==> config.mk <==
export PLATFORM = sky130hd
export DESIGN_NAME = keypad_coin_scanner
export DESIGN_NICKNAME = d
export VERILOG_FILES = /design/src/rtl/keypad_coin_scanner.sv
export SDC_FILE = /design/constraint.sdc
export NUM_CORES = 1
export LEC_CHECK = 0
export ABC_AREA = 1
export CAP_MARGIN = 5
export CORE_MARGIN = 3
export CORE_UTILIZATION = 33
export CTS_CLUSTER_DIAMETER = 60
export DETAILED_ROUTE_END_ITERATION = 10
export HOLD_SLACK_MARGIN = 0.02
export SYNTH_ARGS = -nofsm -noshare
export SYNTH_HDL_FRONTEND = slang
export SYNTH_SLANG_ARGS = --single-unit
==> constraint.sdc <==
create_clock -name clk -period 1.6 [get_ports clk]
set_input_delay 0.24 -clock clk [delete_from_list [all_inputs] [get_ports clk]]
set_output_delay 0.24 -clock clk [all_outputs]
set_load 0.02 [all_outputs]
==> src/rtl/keypad_coin_scanner.sv <==
// rtl/keypad_coin_scanner.sv - column-scanned coin keypad with debounce and valid/ready coin event output.
// Optional feature macro: COIN_NICKEL_EN adds the fourth column (4'b1110, nickel, 5 cents) to the scan.
module keypad_coin_scanner #(
  parameter int SCAN_DIV     = 50000,
  parameter int DEBOUNCE_CNT = 500000
) (
  input  logic       clk,
  input  logic       rst_n,
  input  logic [3:0] pad_Row,
  output logic [3:0] pad_Col,
  output logic       coin_valid,
  output logic [6:0] coin_cents,
  input  logic       coin_ready
);

  typedef enum logic [1:0] {SCAN, DEBOUNCE, EMIT, RELEASE} state_t;

  localparam logic [23:0] SCAN_LAST = 24'(SCAN_DIV - 1);
  localparam logic [23:0] DEB_LAST  = 24'(DEBOUNCE_CNT - 1);

  state_t      state, state_next;
  logic [23:0] cnt, cnt_next;
  logic [3:0]  col_next;
  logic        valid_next;
  logic [6:0]  cents_next;
  logic        row_low;
  logic        unused_rows;

  // Only row 1 carries coin keys; the other rows are deliberately ignored.
  assign row_low     = ~pad_Row[3];
  assign unused_rows = ^pad_Row[2:0];

  function automatic logic [3:0] next_col(input logic [3:0] c);
    case (c)
      4'b0111: next_col = 4'b1011;
      4'b1011: next_col = 4'b1101;
`ifdef COIN_NICKEL_EN
      4'b1101: next_col = 4'b1110;
      4'b1110: next_col = 4'b0111;
`else
      4'b1101: next_col = 4'b0111;
`endif
      default: next_col = 4'b0111;
    endcase
  endfunction

  function automatic logic [6:0] cents_of(input logic [3:0] c);
    case (c)
      4'b0111: cents_of = 7'd100;
      4'b1011: cents_of = 7'd25;
      4'b1101: cents_of = 7'd10;
`ifdef COIN_NICKEL_EN
      4'b1110: cents_of = 7'd5;
`endif
      default: cents_of = 7'd0;
    endcase
  endfunction

  // State, shared counter and all output flops.
  always_ff @(posedge clk) begin
    if (!rst_n) begin
      state      <= SCAN;
      cnt        <= 24'd0;
      pad_Col    <= 4'b0111;
      coin_valid <= 1'b0;
      coin_cents <= 7'd0;
    end else begin
      state      <= state_next;
      cnt        <= cnt_next;
      pad_Col    <= col_next;
      coin_valid <= valid_next;
      coin_cents <= cents_next;
    end
  end

  // Next state and counter; the counter restarts on every state change.
  always_comb begin
    state_next = state;
    cnt_next   = cnt + 24'd1;
    case (state)
      SCAN: begin
        if (cnt == SCAN_LAST) begin
          cnt_next = 24'd0;
          if (row_low) state_next = DEBOUNCE;
        end
      end
      DEBOUNCE: begin
        if (!row_low) begin
          state_next = SCAN;
          cnt_next   = 24'd0;
        end else if (cnt == DEB_LAST) begin
          state_next = EMIT;
          cnt_next   = 24'd0;
        end
      end
      EMIT: begin
        cnt_next = 24'd0;
        if (coin_ready) state_next = RELEASE;
      end
      RELEASE: begin
        if (row_low) begin
          cnt_next = 24'd0;
        end else if (cnt == DEB_LAST) begin
          state_next = SCAN;
          cnt_next   = 24'd0;
        end
      end
      default: begin
        state_next = SCAN;
        cnt_next   = 24'd0;
      end
    endcase
  end

  // Next values of the registered outputs: column stepping, coin load and handshake.
  always_comb begin
    col_next   = pad_Col;
    valid_next = coin_valid;
    cents_next = coin_cents;
    case (state)
      SCAN: begin
        if (cnt == SCAN_LAST && !row_low) col_next = next_col(pad_Col);
      end
      DEBOUNCE: begin
        if (!row_low) begin
          col_next = next_col(pad_Col);
        end else if (cnt == DEB_LAST) begin
          valid_next = 1'b1;
          cents_next = cents_of(pad_Col);
        end
      end
      EMIT: begin
        if (coin_ready) valid_next = 1'b0;
      end
      RELEASE: begin
        if (!row_low && cnt == DEB_LAST) col_next = next_col(pad_Col);
      end
      default: begin
        col_next   = 4'b0111;
        valid_next = 1'b0;
      end
    endcase
  end

endmodule

## Word level (Yosys, flattened, before mapping)

Cells that the tools add are included.

| storage, ports and cells | value |
|---|---|
| output and inout bits | 12 |
| bits of input ports | 7 |
| word-level logic and storage cells | 58 |
| register bits after elaboration | 38 |

| operators by class | value |
|---|---|
| multiplexer cells | 23 |
| eq/ne operators | 19 |
| bitwise operators | 1 |
| reductions and logical operators | 9 |
| add/subtract/negate cells | 1 |

Operator list:

| kind | number |
|---|---|
| two-way mux 24 bit | 4 |
| one-hot mux 24 bit (4 select lines) | 1 |
| adder 24 x 1 -> 24 bit, second input constant | 1 |
| == test 24 x 16 -> 1 bit, second input constant | 1 |
| == test 24 x 19 -> 1 bit, second input constant | 1 |
| one-hot mux 7 bit (3 select lines) | 1 |
| inequality test 2 bit, second input constant | 10 |
| two-way mux 2 bit | 7 |
| two-way mux 4 bit | 3 |
| one-hot mux 4 bit (3 select lines) | 1 |
| == test 4 bit, second input constant | 2 |
| one-hot mux 2 bit (4 select lines) | 1 |
| one-hot mux 4 bit (2 select lines) | 1 |
| AND reduction 4 bit | 2 |
| AND reduction 6 bit | 1 |
| == test 2 bit, second input constant | 2 |
| == test 4 x 3 -> 1 bit, second input constant | 1 |
| two-way mux 1 bit | 3 |
| inequality test 3 bit, second input constant | 1 |
| AND reduction 3 bit | 1 |
| nonzero test 3 bit | 1 |
| == test 2 x 1 -> 1 bit, second input constant | 1 |
| logical AND 1 bit | 2 |
| logical NOT 2 bit | 1 |
| other kinds (3) | 3 |

## Depth between registers and ports, before layout

| depth | value |
|---|---|
| depth in word-level cells | 4 |
| gate-level depth with buffers | 12 |
| gate-level depth less buffers | 12 |

## Least setup slack after synthesis

OpenSTA, ideal clock, no wires.

| path | value |
|---|---|
| kind | reg2reg |
| from | register cnt[0] |
| to | register cnt[4] |
| arrival | 1506 ps |
| clock period less this slack | 1625 ps |
| data required time | 1481 ps |
| setup slack | -25 ps |
| path buffers | 1 |
| stages on the path, launching flop included | 10 |
| setup time | 119 ps |
| cells stage by stage | dfxtp_1 > ha_1 > nand3_2 > nor2_1 > nand3_1 > nand2_1 > nor2_2 > o21ai_4 > buf_6 > nor2_2 |

| on the way | value |
|---|---|
| longest elaborated chain between the ends | 4 |
| elaborated cells on any way between the ends | 8 |
| those cells by class | add/sub (1); eq/ne (2); mux (5) |

RTL lines:

| what | line | source |
|---|---|---|
| from (decl) | 22 | `logic [23:0] cnt, cnt_next;` |
| from (signal assigned) | 69 | `cnt <= cnt_next;` |
| adder 24 x 1 -> 24 bit / == test 24 x 19 -> 1 bit (equally long branches) | 79, 91, 103 |  |
| two-way mux 24 bit | 91, 103 |  |
| two-way mux 24 bit (on tied branches) | 101, 88 |  |
| one-hot mux 24 bit (4 select lines) (*) | 80 | `case (state)` |

Every way passes the cells marked *; elsewhere a longest branch is shown, timed or not.
A chain may end at the register's enable or synchronous reset.

## Worst setup path in the final report

| path | value |
|---|---|
| from | register cnt[8] |
| to | register cnt[12] |

The elaborated chain is that of the path after synthesis.

==> impl_metrics.prom <==
# TYPE chip_impl_metric gauge
chip_impl_metric{name="area_of_the_die",unit="mm²"} 0.00691
chip_impl_metric{name="antenna_found_initial",unit=""} 0
chip_impl_metric{name="critical_path_peak_fanout",unit=""} 11
chip_impl_metric{name="worstPathArrival",unit="ns"} 1.79
chip_impl_info{name="netlist.top_cell.by_area",value="sky130_fd_sc_hd__dfxtp_1"} 1
chip_impl_metric{name="setup_viol",unit=""} 5
chip_impl_info{name="yosys_most_used_dff",value="sky130_fd_sc_hd__dfxtp_1"} 1
chip_impl_metric{name="finalHoldWorstSlack",unit="ns"} 0.465
chip_impl_info{name="dominant_cells_by_area_after_synthesis",value="sky130_fd_sc_hd__dfxtp_1 35%, sky130_fd_sc_hd__nand2_1 13%, sky130_fd_sc_hd__nor2_1 11%"} 1
chip_impl_info{name="clock-root-buffer",value="sky130_fd_sc_hd__clkbuf_8"} 1
chip_impl_metric{name="synth.yosys.warnings",unit=""} 0
chip_impl_metric{name="wl_per_cell",unit="µm"} 11.4
chip_impl_metric{name="gr-usage-all-layers",unit="%"} 14.7
chip_impl_metric{name="p_clk_share",unit="%"} 50.6
chip_impl_metric{name="yosys.cell_types.count",unit=""} 29
chip_impl_metric{name="number_of_flops_mapped_to_enable_cells_by_yosys",unit=""} 0
chip_impl_metric{name="synth_fp_nets",unit=""} 310
chip_impl_info{name="most_common_cell_after_layout_fill_and_taps_aside",value="sky130_fd_sc_hd__nand2_1"} 1
chip_impl_metric{name="hold_viol",unit=""} 0
chip_impl_metric{name="r2r_slack",unit="ns"} -0.009
chip_impl_metric{name="finalNonFillerCells",unit=""} 420
chip_impl_info{name="worstSetupStartpointType",value="flip-flop"} 1
chip_impl_metric{name="initial_core_util",unit="%"} 34.8
chip_impl_info{name="endpoint_class_of_the_critical_path",value="flip-flop"} 1
chip_impl_metric{name="dp_slack",unit="ns"} -0.103
chip_impl_metric{name="skew",unit="ns"} 0.0139
chip_impl_info{name="layout.cells.most_common_list",value="60 x sky130_fd_sc_hd__nand2_1, 47 x sky130_fd_sc_hd__nor2_1, 33 x sky130_fd_sc_hd__inv_1"} 1
chip_impl_metric{name="grt-ovfl-total",unit=""} 0
chip_impl_metric{name="htreeDepth",unit=""} 2
chip_impl_metric{name="fmax",unit="MHz"} 622
chip_impl_metric{name="total_power",unit="mW"} 1.93
chip_impl_info{name="min-delay-path-class",value="flip-flop to flip-flop"} 1
chip_impl_metric{name="row_count",unit=""} 27
chip_impl_metric{name="clock-sinks",unit=""} 34
chip_impl_metric{name="power_per_cell_area",unit="mW/mm²"} 697
chip_impl_metric{name="clk-insertion-delay-late",unit="ns"} 0.30
chip_impl_metric{name="finalWorstSetupSlack",unit="ns"} -0.00869
chip_impl_metric{name="routed_wirelength",unit="µm"} 4790
chip_impl_metric{name="finish.net_count",unit=""} 355
chip_impl_metric{name="internal_power",unit="mW"} 1.52
chip_impl_metric{name="first_pass_drt_iterations",unit=""} 4
chip_impl_metric{name="layout_min_cycle_time",unit="ns"} 1.61
chip_impl_metric{name="fin_area",unit="mm²"} 0.00277
chip_impl_info{name="failed_checks",value="negative setup slack"} 1
chip_impl_info{name="critPathKind",value="flip-flop to flip-flop"} 1
chip_impl_metric{name="die-width",unit="µm"} 83.1
chip_impl_metric{name="min_period_over_period",unit="%"} 101
chip_impl_info{name="clock_tree_from_tritoncts",value="yes"} 1
chip_impl_metric{name="yosys_register_bits",unit=""} 34
chip_impl_metric{name="first_global_vias",unit=""} 1803
chip_impl_metric{name="post_dp_cell_area",unit="mm²"} 0.00231
chip_impl_metric{name="syn_area_per_cell",unit="µm²"} 6.50
chip_impl_metric{name="floorplan.io_pins",unit=""} 19
chip_impl_metric{name="grt_pass1_wl",unit="µm"} 8280
chip_impl_metric{name="power.static_leakage",unit="nW"} 1.17
chip_impl_metric{name="gp_congestion",unit=""} 0.861
chip_impl_metric{name="final_antenna_net_count",unit=""} 0
chip_impl_metric{name="max_cap_violations",unit=""} 0
chip_impl_metric{name="grt_start_max_net_pins",unit=""} 13
chip_impl_metric{name="final_layout_size_suffix_gt1_share",unit="%"} 34.2
chip_impl_metric{name="antenna_cells",unit=""} 0
chip_impl_metric{name="dieHeight",unit="µm"} 83.1
chip_impl_metric{name="synth-seq-area-share",unit="%"} 34.7
chip_impl_metric{name="place.port_buffers",unit=""} 14
chip_impl_metric{name="area_growth",unit="%"} 40.9
chip_impl_metric{name="first_iter_violations",unit=""} 100
chip_impl_metric{name="peak_supply_drop",unit="mV"} 0.327
chip_impl_metric{name="dpl.cell_count",unit=""} 402
chip_impl_metric{name="worst_setup_hold_path_clk_slew",unit="ns"} 0.08
chip_impl_metric{name="worst_ep_required_time",unit="ns"} 1.78
chip_impl_metric{name="core-area",unit="mm²"} 0.00564
chip_impl_metric{name="netlist.area_leader.share",unit="%"} 34.7
chip_impl_metric{name="clockBufferDepth",unit=""} 2
chip_impl_info{name="status",value="complete, but fails checks"} 1
chip_impl_metric{name="cts_buffers",unit=""} 5
chip_impl_metric{name="synth_async_sr_flop_share",unit="%"} 0
chip_impl_metric{name="portion_of_total_power_attributed_to_combinational_logic",unit="%"} 4.9
chip_impl_metric{name="post_synthesis_instance_total",unit=""} 302
chip_impl_metric{name="netlist_area",unit="mm²"} 0.00196
chip_impl_metric{name="net-switching-power",unit="µW"} 410
chip_impl_metric{name="routed_via_density",unit=""} 4.64
chip_impl_info{name="unrepaired_setup_endpoints_after_global_routing",value="true"} 1
chip_impl_metric{name="slew_viol_final",unit=""} 0
chip_impl_metric{name="vias",unit=""} 1948
chip_impl_metric{name="power_frac_seq",unit="%"} 44.5
chip_impl_metric{name="sw_frac_of_total",unit="%"} 21.3
chip_impl_metric{name="detailedPlacementHpwl",unit="µm"} 3320
chip_impl_metric{name="drt_drc_violations_left",unit=""} 0
## flip-flops by register name, indices dropped and copies added (netlist names), named ones only
register,count
pad_Col,3
coin_valid,1
coin_cents,4
cnt,24
state,1
## area by class of cell
class,count,area [µm²]
Timing Repair Buffer,46,412
Fill cell,557,2880
Sequential cell,34,708
Clock inverter,3,68.8
Clock buffer,5,68.8
Tap cell,72,90.1
Multi-Input combinational cell,218,1260
Inverter,42,158
## worst max-delay path: stages (launching register included)
cell	delay (ns)
sky130_fd_sc_hd__dfxtp_4	0.37
sky130_fd_sc_hd__buf_4	0.11
sky130_fd_sc_hd__nand2_1	0.05
sky130_fd_sc_hd__nor2_1	0.13
sky130_fd_sc_hd__nand3_2	0.15
sky130_fd_sc_hd__nor2_4	0.15
sky130_fd_sc_hd__o21ai_2	0.08
sky130_fd_sc_hd__o21ai_4	0.22
sky130_fd_sc_hd__buf_12	0.19
sky130_fd_sc_hd__nor2_2	0.03
## layer usage
layer,global-route usage (%),vias up,wire [µm]
met5,0,-,0
met4,5.35,0,122
met3,3.47,10,165
met2,23.4,31,2240
met1,19.2,888,2250
li1,-,1019,-
## synthesized netlist by cell type (5+ instances only)
| master | instances |
|---|---|
| sky130_fd_sc_hd__nand2_1 | 69 |
| sky130_fd_sc_hd__nor2_1 | 59 |
| sky130_fd_sc_hd__inv_1 | 36 |
| sky130_fd_sc_hd__dfxtp_1 | 34 |
| sky130_fd_sc_hd__nand3_1 | 17 |
| sky130_fd_sc_hd__nor2_2 | 13 |
| sky130_fd_sc_hd__nor3_1 | 11 |
| sky130_fd_sc_hd__xor2_1 | 11 |
| sky130_fd_sc_hd__o21ai_0 | 7 |
| sky130_fd_sc_hd__a21oi_1 | 6 |
| sky130_fd_sc_hd__inv_2 | 6 |
| sky130_fd_sc_hd__buf_4 | 5 |
## path summary, 6_finish.rpt
check | endpoint | depth (start not counted) | start
hold / removal | coin_valid | 2 | coin_valid
setup reg to reg | cnt[12] | 9 | cnt[8]
hold reg to reg | coin_valid | 2 | coin_valid
setup / recovery | cnt[12] | 9 | cnt[8]
## through the flow
step / utilization [%] / setup TNS (ns)
finish: 49.0 / -0.0311
global placement: 41.0 / -0.245
detailed placement: 41.0 / -0.436
floorplan: - / 0
global route: 49.0 / -2.03
CTS: 45.7 / -0.802
## cells by family (layout without fill, tap and decap cells)
family,after synthesis,in the layout,share of synthesized area (%)
other,1,1,0.191
AND/OR/NAND/NOR,183,183,40.9
buffers and inverters,50,96,11.3
flip-flops,34,34,34.7
AO/OA/AOI/OAI,18,18,5.67
adder cells (fa/ha/maj),1,1,0.637
XOR/XNOR,15,15,6.69
## power groups by stage
stage	Sequential [mW]	Combinational [mW]	Clock, mW
3_5_place_dp	0.878	0.0727	0
3_3_place_gp	0.878	0.0725	0
5_1_grt	0.859	0.103	1.03
2_1_floorplan	0.880	0.0442	0
6_report	0.858	0.0951	0.974
4_1_cts	0.862	0.103	0.991
## what timing repair did
item / 4_1_cts / 5_1_grt
setup buffers: 5 / 6
resized for setup: 12 / 65
hold buffers: 0 / 0
endpoints found under the setup margin: 23 / 32
pin swaps: 5 / 22
gates cloned: 2 / 0
Note: power is estimated with default switching activity, not from simulation.
